===== src/rtl/epp_host_if.sv =====
`default_nettype none
// ============================================================================
//  Module      : epp_host_if
//  Description : EPP bus bundle between an EPP initiator (master) and an EPP
//                responder (slave). The bidirectional EppDB pad is carried as
//                its split form: EppDB_o/EppDB_oe from the initiator and
//                EppDB_i toward it. The board-level pad resolves as
//                EppDB = EppDB_oe ? EppDB_o : 'z, with the responder driving
//                the pad only while the initiator has released it.
//  Signals     : EppAstb  address strobe, active low   (master -> slave)
//                EppDstb  data strobe, active low      (master -> slave)
//                EppWR    0 = write, 1 = read          (master -> slave)
//                EppWait  responder handshake, async   (slave  -> master)
//                EppDB_o  initiator write byte         (master -> slave)
//                EppDB_oe initiator drives the bus     (master -> slave)
//                EppDB_i  bus value seen by initiator  (slave  -> master)
//  Revision    : 1.0  initial release
// ============================================================================
interface epp_host_if;
    logic       EppAstb;
    logic       EppDstb;
    logic       EppWR;
    logic       EppWait;
    logic [7:0] EppDB_o;
    logic       EppDB_oe;
    logic [7:0] EppDB_i;

    modport master (
        output EppAstb, EppDstb, EppWR, EppDB_o, EppDB_oe,
        input  EppWait, EppDB_i
    );

    modport slave (
        input  EppAstb, EppDstb, EppWR, EppDB_o, EppDB_oe,
        output EppWait, EppDB_i
    );
endinterface
`default_nettype wire


===== src/rtl/epp_host.sv =====
`default_nettype none
// ============================================================================
//  Module      : epp_host
//  Description : EPP initiator. Accepts one bus command at a time on a
//                valid/ready interface, runs the four-phase strobe/Wait
//                handshake on the EPP bus and returns read data (or a timeout
//                flag when EPP_HOST_TIMEOUT_EN is defined).
//  Parameters  : SETUP_CYCLES   clocks EppDB/EppWR are stable before strobe falls
//                TIMEOUT_CYCLES max clocks waited per handshake phase
//                SYNC_STAGES    flops synchronising EppWait
//  Macro       : EPP_HOST_TIMEOUT_EN - enables per-phase handshake timeout;
//                when undefined the handshake waits indefinitely and
//                rsp_timeout is tied low.
//  Ports       : clk, reset (sync, active high)
//                cmd_valid/cmd_ready/cmd_addr/cmd_write/cmd_data  command in
//                rsp_valid/rsp_data/rsp_timeout                   response out
//                busy                                             ~cmd_ready
//                epp (epp_host_if.master)                         EPP bus
//  Revision    : 1.0  initial release
// ============================================================================
module epp_host #(
    parameter int SETUP_CYCLES   = 2,
    parameter int TIMEOUT_CYCLES = 1024,
    parameter int SYNC_STAGES    = 2
) (
    input  wire logic       clk,
    input  wire logic       reset,
    input  wire logic       cmd_valid,
    output logic            cmd_ready,
    input  wire logic       cmd_addr,
    input  wire logic       cmd_write,
    input  wire logic [7:0] cmd_data,
    output logic            rsp_valid,
    output logic [7:0]      rsp_data,
    output logic            rsp_timeout,
    output logic            busy,
    epp_host_if.master      epp
);

    // ------------------------------------------------------------------
    // Elaboration-time parameter sanity
    // ------------------------------------------------------------------
    if (SETUP_CYCLES < 1) begin : g_chk_setup
        $error("epp_host: SETUP_CYCLES must be >= 1");
    end
    if (TIMEOUT_CYCLES < 2) begin : g_chk_timeout
        $error("epp_host: TIMEOUT_CYCLES must be >= 2");
    end
    if (SYNC_STAGES < 2) begin : g_chk_sync
        $error("epp_host: SYNC_STAGES must be >= 2");
    end

    localparam logic [2:0] S_IDLE    = 3'd0;
    localparam logic [2:0] S_SETUP   = 3'd1;
    localparam logic [2:0] S_STROBE  = 3'd2;
    localparam logic [2:0] S_RELEASE = 3'd3;
    localparam logic [2:0] S_DONE    = 3'd4;

    localparam int                 SETUP_W    = (SETUP_CYCLES > 1) ? $clog2(SETUP_CYCLES) : 1;
    localparam logic [SETUP_W-1:0] SETUP_LAST = SETUP_W'(SETUP_CYCLES - 1);

    logic [2:0]         state_q,     state_d;
    logic [SETUP_W-1:0] setup_cnt_q, setup_cnt_d;
    logic               sel_addr_q,  sel_addr_d;
    logic               write_q,     write_d;
    logic               astb_q,      astb_d;
    logic               dstb_q,      dstb_d;
    logic               wr_q,        wr_d;
    logic [7:0]         db_o_q,      db_o_d;
    logic               db_oe_q,     db_oe_d;
    logic               rsp_valid_q, rsp_valid_d;
    logic [7:0]         rsp_data_q,  rsp_data_d;
    logic [SYNC_STAGES-1:0] sync_q,  sync_d;
    logic               wait_s;

`ifdef EPP_HOST_TIMEOUT_EN
    localparam int              TO_W    = $clog2(TIMEOUT_CYCLES);
    localparam logic [TO_W-1:0] TO_LAST = TO_W'(TIMEOUT_CYCLES - 1);

    logic [TO_W-1:0] to_cnt_q,      to_cnt_d;
    logic            rsp_timeout_q, rsp_timeout_d;
`endif

    // EppWait is asynchronous to clk; only the synchronised copy is used.
    assign sync_d = {sync_q[SYNC_STAGES-2:0], epp.EppWait};
    assign wait_s = sync_q[SYNC_STAGES-1];

    always_comb begin
        state_d     = state_q;
        setup_cnt_d = setup_cnt_q;
        sel_addr_d  = sel_addr_q;
        write_d     = write_q;
        astb_d      = astb_q;
        dstb_d      = dstb_q;
        wr_d        = wr_q;
        db_o_d      = db_o_q;
        db_oe_d     = db_oe_q;
        rsp_valid_d = 1'b0;
        rsp_data_d  = rsp_data_q;
`ifdef EPP_HOST_TIMEOUT_EN
        to_cnt_d      = to_cnt_q;
        rsp_timeout_d = rsp_timeout_q;
`endif
        case (state_q)
            S_IDLE: begin
                if (cmd_valid) begin
                    sel_addr_d  = cmd_addr;
                    write_d     = cmd_write;
                    wr_d        = ~cmd_write;
                    db_o_d      = cmd_write ? cmd_data : 8'h00;
                    db_oe_d     = cmd_write;
                    setup_cnt_d = '0;
                    rsp_data_d  = 8'h00;
`ifdef EPP_HOST_TIMEOUT_EN
                    rsp_timeout_d = 1'b0;
`endif
                    state_d     = S_SETUP;
                end
            end
            S_SETUP: begin
                if (setup_cnt_q == SETUP_LAST) begin
                    if (sel_addr_q) begin
                        astb_d = 1'b0;
                    end else begin
                        dstb_d = 1'b0;
                    end
`ifdef EPP_HOST_TIMEOUT_EN
                    to_cnt_d = '0;
`endif
                    state_d = S_STROBE;
                end else begin
                    setup_cnt_d = setup_cnt_q + 1'b1;
                end
            end
            // The first wait_s decision happens one edge after the strobe
            // falls, so even a stale-high Wait yields a strobe of >= 1 clk.
            S_STROBE: begin
                if (wait_s) begin
                    if (!write_q) begin
                        rsp_data_d = epp.EppDB_i;
                    end
                    astb_d  = 1'b1;
                    dstb_d  = 1'b1;
`ifdef EPP_HOST_TIMEOUT_EN
                    to_cnt_d = '0;
`endif
                    state_d = S_RELEASE;
                end
`ifdef EPP_HOST_TIMEOUT_EN
                else if (to_cnt_q == TO_LAST) begin
                    astb_d        = 1'b1;
                    dstb_d        = 1'b1;
                    db_oe_d       = 1'b0;
                    db_o_d        = 8'h00;
                    wr_d          = 1'b1;
                    rsp_data_d    = 8'h00;
                    rsp_timeout_d = 1'b1;
                    rsp_valid_d   = 1'b1;
                    state_d       = S_DONE;
                end else begin
                    to_cnt_d = to_cnt_q + 1'b1;
                end
`endif
            end
            // Write data stays on the bus until the responder drops Wait.
            S_RELEASE: begin
                if (!wait_s) begin
                    db_oe_d     = 1'b0;
                    db_o_d      = 8'h00;
                    wr_d        = 1'b1;
                    rsp_valid_d = 1'b1;
                    state_d     = S_DONE;
                end
`ifdef EPP_HOST_TIMEOUT_EN
                else if (to_cnt_q == TO_LAST) begin
                    db_oe_d       = 1'b0;
                    db_o_d        = 8'h00;
                    wr_d          = 1'b1;
                    rsp_data_d    = 8'h00;
                    rsp_timeout_d = 1'b1;
                    rsp_valid_d   = 1'b1;
                    state_d       = S_DONE;
                end else begin
                    to_cnt_d = to_cnt_q + 1'b1;
                end
`endif
            end
            S_DONE: begin
                state_d = S_IDLE;
            end
            default: begin
                state_d = S_IDLE;
            end
        endcase
    end

    always_ff @(posedge clk) begin
        if (reset) begin
            state_q     <= S_IDLE;
            setup_cnt_q <= '0;
            sel_addr_q  <= 1'b0;
            write_q     <= 1'b0;
            astb_q      <= 1'b1;
            dstb_q      <= 1'b1;
            wr_q        <= 1'b1;
            db_o_q      <= 8'h00;
            db_oe_q     <= 1'b0;
            rsp_valid_q <= 1'b0;
            rsp_data_q  <= 8'h00;
            sync_q      <= '0;
`ifdef EPP_HOST_TIMEOUT_EN
            to_cnt_q      <= '0;
            rsp_timeout_q <= 1'b0;
`endif
        end else begin
            state_q     <= state_d;
            setup_cnt_q <= setup_cnt_d;
            sel_addr_q  <= sel_addr_d;
            write_q     <= write_d;
            astb_q      <= astb_d;
            dstb_q      <= dstb_d;
            wr_q        <= wr_d;
            db_o_q      <= db_o_d;
            db_oe_q     <= db_oe_d;
            rsp_valid_q <= rsp_valid_d;
            rsp_data_q  <= rsp_data_d;
            sync_q      <= sync_d;
`ifdef EPP_HOST_TIMEOUT_EN
            to_cnt_q      <= to_cnt_d;
            rsp_timeout_q <= rsp_timeout_d;
`endif
        end
    end

    assign cmd_ready    = (state_q == S_IDLE);
    assign busy         = ~cmd_ready;
    assign rsp_valid    = rsp_valid_q;
    assign rsp_data     = rsp_data_q;
`ifdef EPP_HOST_TIMEOUT_EN
    assign rsp_timeout  = rsp_timeout_q;
`else
    assign rsp_timeout  = 1'b0;
`endif

    assign epp.EppAstb  = astb_q;
    assign epp.EppDstb  = dstb_q;
    assign epp.EppWR    = wr_q;
    assign epp.EppDB_o  = db_o_q;
    assign epp.EppDB_oe = db_oe_q;

endmodule
`default_nettype wire

===== src/flat_wrapper.sv =====
// flat-port wrapper written by rule: the top's interface ports become plain ports
module epp_host_flat 
#(
    parameter int SETUP_CYCLES   = 2,
    parameter int TIMEOUT_CYCLES = 1024,
    parameter int SYNC_STAGES    = 2
)
  (clk, reset, cmd_valid, cmd_ready, cmd_addr, cmd_write, cmd_data, rsp_valid, rsp_data, rsp_timeout, busy, epp_EppAstb, epp_EppDstb, epp_EppWR, epp_EppDB_o, epp_EppDB_oe, epp_EppWait, epp_EppDB_i);
  epp_host_if epp_i ();
  input  wire logic clk;
  input  wire logic reset;
  input  wire logic cmd_valid;
  output logic cmd_ready;
  input  wire logic cmd_addr;
  input  wire logic cmd_write;
  input  wire logic [7:0] cmd_data;
  output logic rsp_valid;
  output logic [7:0] rsp_data;
  output logic rsp_timeout;
  output logic busy;
  output wire logic [$bits(epp_i.EppAstb)-1:0] epp_EppAstb;
  output wire logic [$bits(epp_i.EppDstb)-1:0] epp_EppDstb;
  output wire logic [$bits(epp_i.EppWR)-1:0] epp_EppWR;
  output wire logic [$bits(epp_i.EppDB_o)-1:0] epp_EppDB_o;
  output wire logic [$bits(epp_i.EppDB_oe)-1:0] epp_EppDB_oe;
  input wire logic [$bits(epp_i.EppWait)-1:0] epp_EppWait;
  input wire logic [$bits(epp_i.EppDB_i)-1:0] epp_EppDB_i;
  assign epp_EppAstb = epp_i.EppAstb;
  assign epp_EppDstb = epp_i.EppDstb;
  assign epp_EppWR = epp_i.EppWR;
  assign epp_EppDB_o = epp_i.EppDB_o;
  assign epp_EppDB_oe = epp_i.EppDB_oe;
  assign epp_i.EppWait = epp_EppWait;
  assign epp_i.EppDB_i = epp_EppDB_i;
  epp_host #(.SETUP_CYCLES(SETUP_CYCLES), .TIMEOUT_CYCLES(TIMEOUT_CYCLES), .SYNC_STAGES(SYNC_STAGES)) u_core (.clk(clk), .reset(reset), .cmd_valid(cmd_valid), .cmd_ready(cmd_ready), .cmd_addr(cmd_addr), .cmd_write(cmd_write), .cmd_data(cmd_data), .rsp_valid(rsp_valid), .rsp_data(rsp_data), .rsp_timeout(rsp_timeout), .busy(busy), .epp(epp_i));
endmodule

===== config.mk =====
export PLATFORM = sky130hd
export DESIGN_NAME = epp_host_flat
export DESIGN_NICKNAME = d
export VERILOG_FILES = /design/src/rtl/epp_host_if.sv /design/src/rtl/epp_host.sv /design/src/flat_wrapper.sv
export SDC_FILE = /design/constraint.sdc
export NUM_CORES = 1
export LEC_CHECK = 0
export CAP_MARGIN = 20
export CORE_MARGIN = 1.5
export CORE_UTILIZATION = 40
export DETAILED_ROUTE_END_ITERATION = 10
export PLACE_DENSITY = 0.85
export SETUP_SLACK_MARGIN = 0.4
export SLEW_MARGIN = 25
export SYNTH_ARGS = -nofsm -noshare
export SYNTH_HDL_FRONTEND = slang
export SYNTH_SLANG_ARGS = --single-unit

===== constraint.sdc =====
create_clock -name clk -period 3.54 [get_ports clk]
set_input_delay 0.885 -clock clk [delete_from_list [all_inputs] [get_ports clk]]
set_output_delay 0.885 -clock clk [all_outputs]
set_load 0.02 [all_outputs]

==> impl_results.md <==
- Fin crit share: 0.7727
- Mean Syn Cell Area: 11.07 µm²
- Pins Over Slew Limit: 0
- # IOs: 46
- CP max stage cell: clkdlybuf4s50_1
- Post-DP HPWL: 1809 µm
- Area growth from synthesis to layout: 45.19%
- Internal: 0.5106 mW
- # hold bufs at CTS: 0
- Startpoint types: register
- Worst setup margin: 0.8045 ns
- CTS buffer count: 5
- WHS Path Cells: 1
- Core area: 0.002567 mm²
- Part of the power in combinational logic: 0.148
- Finished Cell Area: 0.001624 mm²
- Routed WL per cell: 13.75 µm
- Hold endpoint: u_core.sync_q[1]
- Syn nets: 123
- Sequential cell area: 580.6 µm²
- CP top delay family: buffers and inverters
- Initial DRC Count: 16
- Setup Viol. Count Final: 0
- Crit path DAT: 1.85 ns
- Vias in the first global route: 875
- Most frequent cells in the layout: clkdlybuf4s50_1 (44), dfxtp_1 (29), nand2b_1 (9)
- CP endpoint kind: primary output
- Reg2reg path depth: 3
- Via count: 901
- Netlist Area Pre-Place: 0.001119 mm²
- CTS sink cnt: 29
- Residual DRC: 0
- Crit path max fanout: 10
- DRT Pass-1 Iters: 4
- Fmax: 365.6 MHz
- Hold_sp: u_core.sync_q[0]
- Slew headroom: 0.5998
- Setup TNS: 0 ns
- Leak pwr: 0.6092 nW
- Skew-Pair Late Insertion Delay: 0.31 ns
- Worst Clk Skew: 0.004311 ns
- Clk buf depth: 2
- Sw power: 0.1611 mW
- Grt ovf: 0
- Max IR drop VDD: 0.2988 mV
- Filler instances: 235
- Worst r2r src: u_core.state_q[0]
- Slack of the worst reg-to-reg path: 1.97 ns
- Synth warnings: 0
- Total Wirelength: 2433 µm
- Cts repair resizes: 0
- Die area: 0.003123 mm²
- CP Class: register to primary output
- Hold Fails Final Rpt: 0
- Worst path cell trace: or3_1 > inv_1 > clkdlybuf4s50_1
- Clock share of power: 0.329
- H-tree levels: 2
- Layout cells sized above 1: 0.1156
- Placer Congestion: 0.8093
- Post-CTS Setup Inserts: 0
- RSZ-0062 raised after global routing: no
- # diodes: 0
- Switching portion of total power: 0.2398
- Placement Setup Slack: 1.059 ns
- Die Y: 55.88 µm
- Largest net degree at the start of global routing: 15
- Worst slew pin tran: 0.5971 ns
- First-pass GRT wire length: 3898 µm
- HP Class: register to register
- Die W: 55.88 µm
- Tmin final: 2.736 ns
- Area post-placement: 0.001554 mm²
- Starting Density: 0.4357
- CP peak stage delay: 0.60 ns
- Buf/Inv on CP: 2
- Critical R2R Capture: u_core.epp.EppDB_o[3]
- # nets final: 168
- Sequential power share: 0.523
- Most common cell after layout, fill and taps aside: clkdlybuf4s50_1
- Multi-input logic area: 476.7 µm²
- Max Cap Viol: 0
- Cell Pwr Density: 413.6 mW/mm²
- TritonCTS clock tree: done
- Initial antenna violation count: 0
- Detailed-route vias per instance: 5.090
- Sequential fraction of the synthesis area: 0.5190
- Root buffer cell: clkbuf_4
- Finished Core Util: 0.6326
- Worst-path clk slew: 0.09 ns
- Final ANT Viol Nets: 0
- I/O Buffers: 44
- Cell variety after synth: 33
- Total power: 0.6717 mW
- Total track usage: 0.1590
- Worst Path Required: 2.65 ns
- Status: finished clean
- Row count: 18
- Cells after synthesis: 101
- #FFs+latches synth: 29
power groups by stage:
| stage | combinational (mW) | clock (mW) | sequential [mW] |
|---|---|---|---|
| 4_1_cts | 0.100 | 0.229 | 0.351 |
| 5_1_grt | 0.107 | 0.241 | 0.353 |
| 6_report | 0.0994 | 0.221 | 0.351 |
| 2_1_floorplan | 0.0491 | 0 | 0.361 |
| 3_5_place_dp | 0.0999 | 0 | 0.359 |
| 3_3_place_gp | 0.0974 | 0 | 0.358 |
sequential cells by signal (all words and copies together) (netlist names):
signal	flops
u_core.sync_q	2
u_core.rsp_valid	1
u_core.epp.EppDstb	1
u_core.epp.EppDB_oe	1
u_core.sel_addr_q	1
u_core.rsp_data	8
u_core.epp.EppDB_o	8
u_core.state_q	3
u_core.epp.EppAstb	1
u_core.setup_cnt_q	1
u_core.write_q	1
u_core.epp.EppWR	1
layer usage:
| layer | track usage | share of wire | vias up |
|---|---|---|---|
| met5 | 0 | 0 | - |
| met4 | 0.06122 | 0 | 0 |
| met3 | 0.06279 | 0.068 | 0 |
| met2 | 0.2721 | 0.50 | 30 |
| met1 | 0.1771 | 0.43 | 417 |
| li1 | - | - | 454 |
worst max-delay path by stage:
stage,start,endpoint,slack [ns],depth (start not counted)
5_1_grt,u_core.state_q[1],cmd_ready,0.72,3
3_5_place_dp,cmd_valid,u_core.epp.EppDB_o[3],1.06,4
4_1_cts,u_core.state_q[0],cmd_ready,0.78,3
3_3_place_gp,cmd_valid,u_core.epp.EppDB_o[7],1.16,4
6_report,u_core.state_q[0],cmd_ready,0.80,3
2_1_floorplan,u_core.state_q[1],cmd_ready,1.53,3
final cells by class:
class                           instances  area share
Inverter                                3    0.006934
Multi-Input combinational cell         62      0.2935
Tap cell                               30     0.02311
Clock inverter                          1    0.003082
Sequential cell                        29      0.3575
Timing Repair Buffer                   45      0.2758
Clock buffer                            7     0.04006
synthesized netlist by cell type:
cell type | count | area [µm²]
dfxtp_1 | 29 | 580.6
nand2b_1 | 9 | 56.30
a22o_1 | 8 | 70.07
o2bb2ai_1 | 8 | 70.07
nand2_1 | 4 | 15.01
nor2_1 | 4 | 15.01
a21oi_1 | 3 | 15.01
inv_1 | 3 | 11.26
nor2b_1 | 3 | 18.77
nor3_1 | 3 | 15.01
buf_4 | 2 | 15.01
buf_6 | 2 | 22.52
clkbuf_1 | 2 | 7.510
mux2i_1 | 2 | 20.02
a2111oi_0 | 1 | 8.760
a211o_1 | 1 | 8.760
a211oi_2 | 1 | 12.51
a21bo_2 | 1 | 10.01
a21o_1 | 1 | 7.510
and3b_1 | 1 | 8.760
and4bb_2 | 1 | 12.51
buf_2 | 1 | 5.000
conb_1 | 1 | 3.750
mux2_2 | 1 | 11.26
nand3b_1 | 1 | 7.510
nand4_1 | 1 | 6.260
nor3_2 | 1 | 10.01
nor3b_4 | 1 | 18.77
nor4b_4 | 1 | 23.77
nor4bb_1 | 1 | 10.01
o41ai_1 | 1 | 8.760
or2_2 | 1 | 6.260
or3_1 | 1 | 6.260
worst reg2reg max path, stage by stage, from the launching register on:
cell and delay (ns):
dfxtp_1 0.43, nor4b_4 0.46, and3b_1 0.43, a22o_1 0.19
logic make-up after synthesis:
| group | count (synthesis) | synth area share |
|---|---|---|
| AND/OR/NAND/NOR | 33 | 0.2058 |
| other | 1 | 0.003352 |
| buffers and inverters | 10 | 0.05480 |
| AO/OA/AOI/OAI | 25 | 0.1890 |
| flip-flops | 29 | 0.5190 |
| multiplexers | 3 | 0.02796 |
through the flow:
stage               hold slack, ns  cells
CTS                         0.4587    177
global placement            0.4247    169
finish                      0.4569    177
detailed placement          0.4396    169
global route                0.4760    177
floorplan                   0.4138    101
(Power assumes the default switching activity.)
==> RTL edit 1, RTL diff (same flow settings) <==
Build with the macro `EPP_HOST_TIMEOUT_EN` defined.
--- a/src/rtl/epp_host.sv
+++ b/src/rtl/epp_host.sv
@@ -18,6 +18,8 @@
 //                epp (epp_host_if.master)                         EPP bus
 //  Revision    : 1.0  initial release
 // ============================================================================
+`define EPP_HOST_TIMEOUT_EN
+
 module epp_host #(
     parameter int SETUP_CYCLES   = 2,
     parameter int TIMEOUT_CYCLES = 1024,
Function: same outputs for any inputs over 10 cycles, from zero or initial values and one cycle with reset high; that may be too few to reach the edited logic, so the function may still have changed.
==> RTL edit 1 against the unedited design <==
Worst setup slack improved by 0.092 ns. Maximum frequency rose by 3.5%. Clock power rose by 66%. Power rose by 46%. First-iteration DRC count rose to 7.0 times the old value. Synthesized area rose by 62%. Worst hold slack got worse by 0.013 ns. Register-to-register slack got worse by 0.56 ns. Cell area rose by 48%. Wire length rose by 71%. Critical path depth did not move. Via count rose by 79%. Sequential cell count rose by 11. Largest power group unchanged.
==> RTL edit 1: results (changes against the unedited design) <==
[worst_hold_path]
hp-class=flip-flop to flip-flop  ; unchanged

[critical_path]
worstPathMaxFanout=13  ; was 10
reg2regPathDepth=4  ; was 3
cp_top_family=flip-flops  ; was buffers and inverters
cp_slowest_cell=dfxtp_1  ; was clkdlybuf4s50_1
worstPathArrival_ns=1.76  ; was 1.85 ns

[pwr]
vdd_drop_max_v=0.0002460  ; was 0.0002988 V
leakagePower_nw=0.8478  ; was 0.6092 nW

[timing]
slew_headroom_pct=38.97  ; was 59.98%
finClkSkew_ns=0.008576  ; was 0.004311 ns
hold_violations=0  ; unchanged

[synthesis]
synthAdderAreaFrac_pct=1.246  ; was 0%
synth_common_cells=dfxtp_1, a21oi_1, nand2_1, nor2b_1  ; was dfxtp_1, nand2b_1, a22o_1, o2bb2ai_1
ys_seq_area_share_pct=44.29  ; was 51.90%
synthDistinctLibCells=51  ; was 33
synth.area.mux_share_pct=1.107  ; was 2.796%
ys_async_sr_fraction_pct=0  ; unchanged
ys_top_cells_by_area=dfxtp_1, a21oi_1, a32o_1  ; was dfxtp_1, a22o_1, o2bb2ai_1
synth-compound-area-share_pct=24.84  ; was 18.90%
syn_avg_cell_area_sq_um=9.566  ; was 11.07 sq um
syn-num-nets=212  ; was 123

[placed_design]
dp_hpwl_mm=2.979  ; was 1.809 mm
numPortBuffers=45  ; was 44
gp_congestion=0.8507  ; was 0.8093
dp_cells=278  ; was 169

[run_status]
outcome=finished, final reports clean  ; unchanged

[finish]
nets=256  ; was 168
drive_gt1_share_pct=7.692  ; was 11.56%

[route]
vias=1609  ; was 901
drt-vias-per-instance=5.626  ; was 5.090
drt-total-wl_mm=4.152  ; was 2.433 mm
drt_iter0_markers=112  ; was 16

[global_routing]
grt_pass1_vias=1536  ; was 875
globalRouteTotalUtil_pct=17.64  ; was 15.90%
grt_pass1_wl_mm=6.927  ; was 3.898 mm
grt_max_degree=19  ; was 15

[clock_network]
cts-root-buf=clkbuf_8  ; was clkbuf_4
htreeDepth=2  ; unchanged

[RTL edit 1: changes by cell type after synthesis, sizes merged, moves of 4 or more]
cell	delta
nand3	+8
o21ai	+6
nand2b	-5
o31ai	+4
a32o	+8
nand2	+8
o2bb2ai	-8
or4	+4
a21oi	+13
nor2b	+10
inv	+4
dfxtp	+11
[RTL edit 1: cell families (layout without fill, tap and decap cells)]
group,Yosys count,in the layout
compound gates,59,59
fa+ha+maj,2,2
buf+inv,17,62
flops,40,40
mux,2,2
simple gates,69,69
[RTL edit 1: where the power goes]
group          leakage, nW  internal, mW  switching, mW
registers            0.325         0.464         0.0145
logic                0.469        0.0663         0.0692
clock network       0.0541         0.208          0.158
[RTL edit 1: metrics by stage]
stage / cell area, sq um / setup slack [ns]
after floorplan: 1808 / 1.651
after global placement: 2287 / 0.9881
after detailed placement: 2287 / 0.9666
after CTS: 2399 / 0.9030
after global routing: 2399 / 0.7976
final: 2399 / 0.8960
[RTL edit 1: cell type report]
cell class | instances | area, sq um
well taps | 52 | 65.06
clock buffers | 5 | 68.82
multi-input cells | 132 | 929.6
flip-flops and latches | 40 | 800.8
clock inverters | 3 | 42.54
fillers | 369 | 1956
inverters | 7 | 26.28
repair buffers | 47 | 465.4
[RTL edit 1: worst paths after layout]
check	startpoint	end	slack [ns]
max	u_core.state_q[1]$_SDFFE_PP0P_	busy	0.90
min	u_core.sync_q[0]$_SDFF_PP0_	u_core.sync_q[1]$_SDFF_PP0_	0.44
max reg2reg	u_core.state_q[1]$_SDFFE_PP0P_	u_core.to_cnt_q[7]$_SDFFE_PP0P_	1.41
min reg2reg	u_core.sync_q[0]$_SDFF_PP0_	u_core.sync_q[1]$_SDFF_PP0_	0.44
[RTL edit 1: metal layers]
| metal | wire [um] | vias to the layer above | track usage, % | part of all wire, % |
|---|---|---|---|---|
| li1 | - | 800 | - | - |
| met3 | 280 | 9 | 6.349 | 6.7 |
| met5 | 0 | - | 0 | 0 |
| met1 | 1872 | 744 | 21.34 | 45 |
| met4 | 85 | 0 | 9.615 | 2.0 |
| met2 | 1913 | 56 | 27.15 | 46 |
==> RTL edit 2, RTL diff (same flow settings) <==
Made on the original files. Take the reset off `rsp_data_q` and load it in a clocked block of its own.
--- a/src/rtl/epp_host.sv
+++ b/src/rtl/epp_host.sv
@@ -206,7 +206,6 @@
             db_o_q      <= 8'h00;
             db_oe_q     <= 1'b0;
             rsp_valid_q <= 1'b0;
-            rsp_data_q  <= 8'h00;
             sync_q      <= '0;
 `ifdef EPP_HOST_TIMEOUT_EN
             to_cnt_q      <= '0;
@@ -223,13 +222,16 @@
             db_o_q      <= db_o_d;
             db_oe_q     <= db_oe_d;
             rsp_valid_q <= rsp_valid_d;
-            rsp_data_q  <= rsp_data_d;
             sync_q      <= sync_d;
 `ifdef EPP_HOST_TIMEOUT_EN
             to_cnt_q      <= to_cnt_d;
             rsp_timeout_q <= rsp_timeout_d;
 `endif
         end
+    end
+
+    always_ff @(posedge clk) begin
+        rsp_data_q <= rsp_data_d;
     end
 
     assign cmd_ready    = (state_q == S_IDLE);
Function: differs if reset is asserted again (counterexample within 10 cycles, from zero or initial values and one cycle with reset high); with reset held inactive, the same outputs for 10 cycles.
==> RTL edit 2 against the unedited design <==
Cell area increased by 1.0%. First-iteration DRC count shrank 75%. Wire length fell by 4.2%. Non-clock buffer count decreased by 1. Sequential cell count unchanged. Sequential power grew 6.6%. Critical path type unchanged. Largest power group unchanged. Combinational power grew 25%. Count of clock-buffer cells in the layout unchanged. Power increased by 15%. Worst setup slack got worse by 0.019 ns. Clock power up 25%. Synthesized area fell by 0.89%.
==> RTL edit 2: results (changes against the unedited design) <==
[critical_path]
worst_path_largest_cell_delay_ns=0.77  ; was 0.60 ns
cp_top_family=flip-flops  ; was buffers and inverters
worstPathArrival_ns=1.87  ; was 1.85 ns
r2r-end=u_core.rsp_data[5]$_SDFFCE_PN0P_  ; was u_core.epp.EppDB_o[3]$_SDFFE_PP0P_
cp_slowest_cell=dfxtp_1  ; was clkdlybuf4s50_1
worstPathMaxFanout=22  ; was 10
r2r_setup_slack_ns=1.86  ; was 1.97 ns

[global_routing]
globalRouteTotalUtil_pct=16.35  ; was 15.90%
grt_pass1_wl_mm=3.767  ; was 3.898 mm
grt_pass1_vias=812  ; was 875
grt_max_degree=23  ; was 15

[route]
vias=867  ; was 901
drt_iter0_markers=4  ; was 16
wl_per_cell_um=13.71  ; was 13.75 um

[synthesis]
synth_common_cells=dfxtp_1, a22o_1, and3_1, edfxtp_1, nand2_1  ; was dfxtp_1, nand2b_1, a22o_1, o2bb2ai_1
ys_seq_area_share_pct=59.59  ; was 51.90%
syn-num-nets=115  ; was 123
ys_top_cells_by_area=dfxtp_1, edfxtp_1, a22o_1  ; was dfxtp_1, a22o_1, o2bb2ai_1
syn_avg_cell_area_sq_um=11.92  ; was 11.07 sq um
synth_edf_count=8  ; was 0

[placed_design]
gp_congestion=0.7512  ; was 0.8093
numPortBuffers=44  ; unchanged
dp_hpwl_mm=1.778  ; was 1.809 mm

[pwr]
leakagePower_nw=0.6556  ; was 0.6092 nW
vdd_drop_max_v=0.0004702  ; was 0.0002988 V

[finish]
fillers=201  ; was 235
drive_gt1_share_pct=11.43  ; was 11.56%
instances_no_fill=170  ; was 177

[timing]
finClkSkew_ns=0.01107  ; was 0.004311 ns
worst_slew_pin_slew_ns=0.6881  ; was 0.5971 ns

[run_status]
outcome=finished, final reports clean  ; unchanged

==> RTL edit 2: through the flow <==
stage | hold WS [ns] | cell area, sq um | power (mW) | setup WS [ns] | util, %
global placement | 0.4204 | 1555 | 0.5019 | 1.165 | 61.11
detailed placement | 0.4290 | 1555 | 0.5063 | 1.126 | 61.11
finish | 0.4425 | 1640 | 0.7736 | 0.7858 | 64.45
floorplan | 0.4138 | 1109 | 0.4424 | 1.761 | -
CTS | 0.4513 | 1640 | 0.7835 | 0.7637 | 64.45
global route | 0.4735 | 1640 | 0.8109 | 0.6847 | 64.45
==> RTL edit 2: how the worst max path moves through the flow <==
stage / slack, ns / end / depth (start not counted) / startpoint
floorplan: 1.76 / busy / 3 / u_core.state_q[2]$_SDFFE_PP0P_
global placement: 1.17 / busy / 3 / u_core.state_q[1]$_SDFFE_PP0P_
detailed placement: 1.13 / busy / 3 / u_core.state_q[1]$_SDFFE_PP0P_
CTS: 0.76 / busy / 3 / u_core.state_q[1]$_SDFFE_PP0P_
global route: 0.68 / busy / 3 / u_core.state_q[1]$_SDFFE_PP0P_
finish: 0.79 / busy / 3 / u_core.state_q[1]$_SDFFE_PP0P_
==> RTL edit 2: per-layer routing <==
layer / routed length [um] / up-vias / global-route usage, %
met4: 12 / 0 / 7.317
met5: 0 / - / 0
met2: 1211 / 38 / 26.70
li1: - / 427 / -
met1: 917 / 400 / 17.94
met3: 188 / 2 / 7.907
==> RTL edit 2: logic make-up after synthesis <==
| group | after synthesis | synth area share (%) |
|---|---|---|
| buf+inv | 10 | 4.514 |
| other cells | 1 | 0.3383 |
| simple gates | 32 | 20.09 |
| flops | 29 | 59.59 |
| compound gates | 18 | 12.64 |
| mux | 3 | 2.822 |
==> RTL edit 2: report_power, final <==
part / leakage (nW) / internal [mW] / total, mW / switching (mW)
clock network: 0.0455 / 0.169 / 0.276 / 0.107
registers: 0.251 / 0.360 / 0.374 / 0.0140
logic: 0.359 / 0.0662 / 0.124 / 0.0575
==> RTL edit 2: final cells by class <==
type	count	area share, %
clock inverter	1	1.831
inverter	5	1.144
sequential	29	40.27
multi-input combinational	54	24.26
timing repair buffer	44	26.85
clock buffer	7	3.356
tap	30	2.288
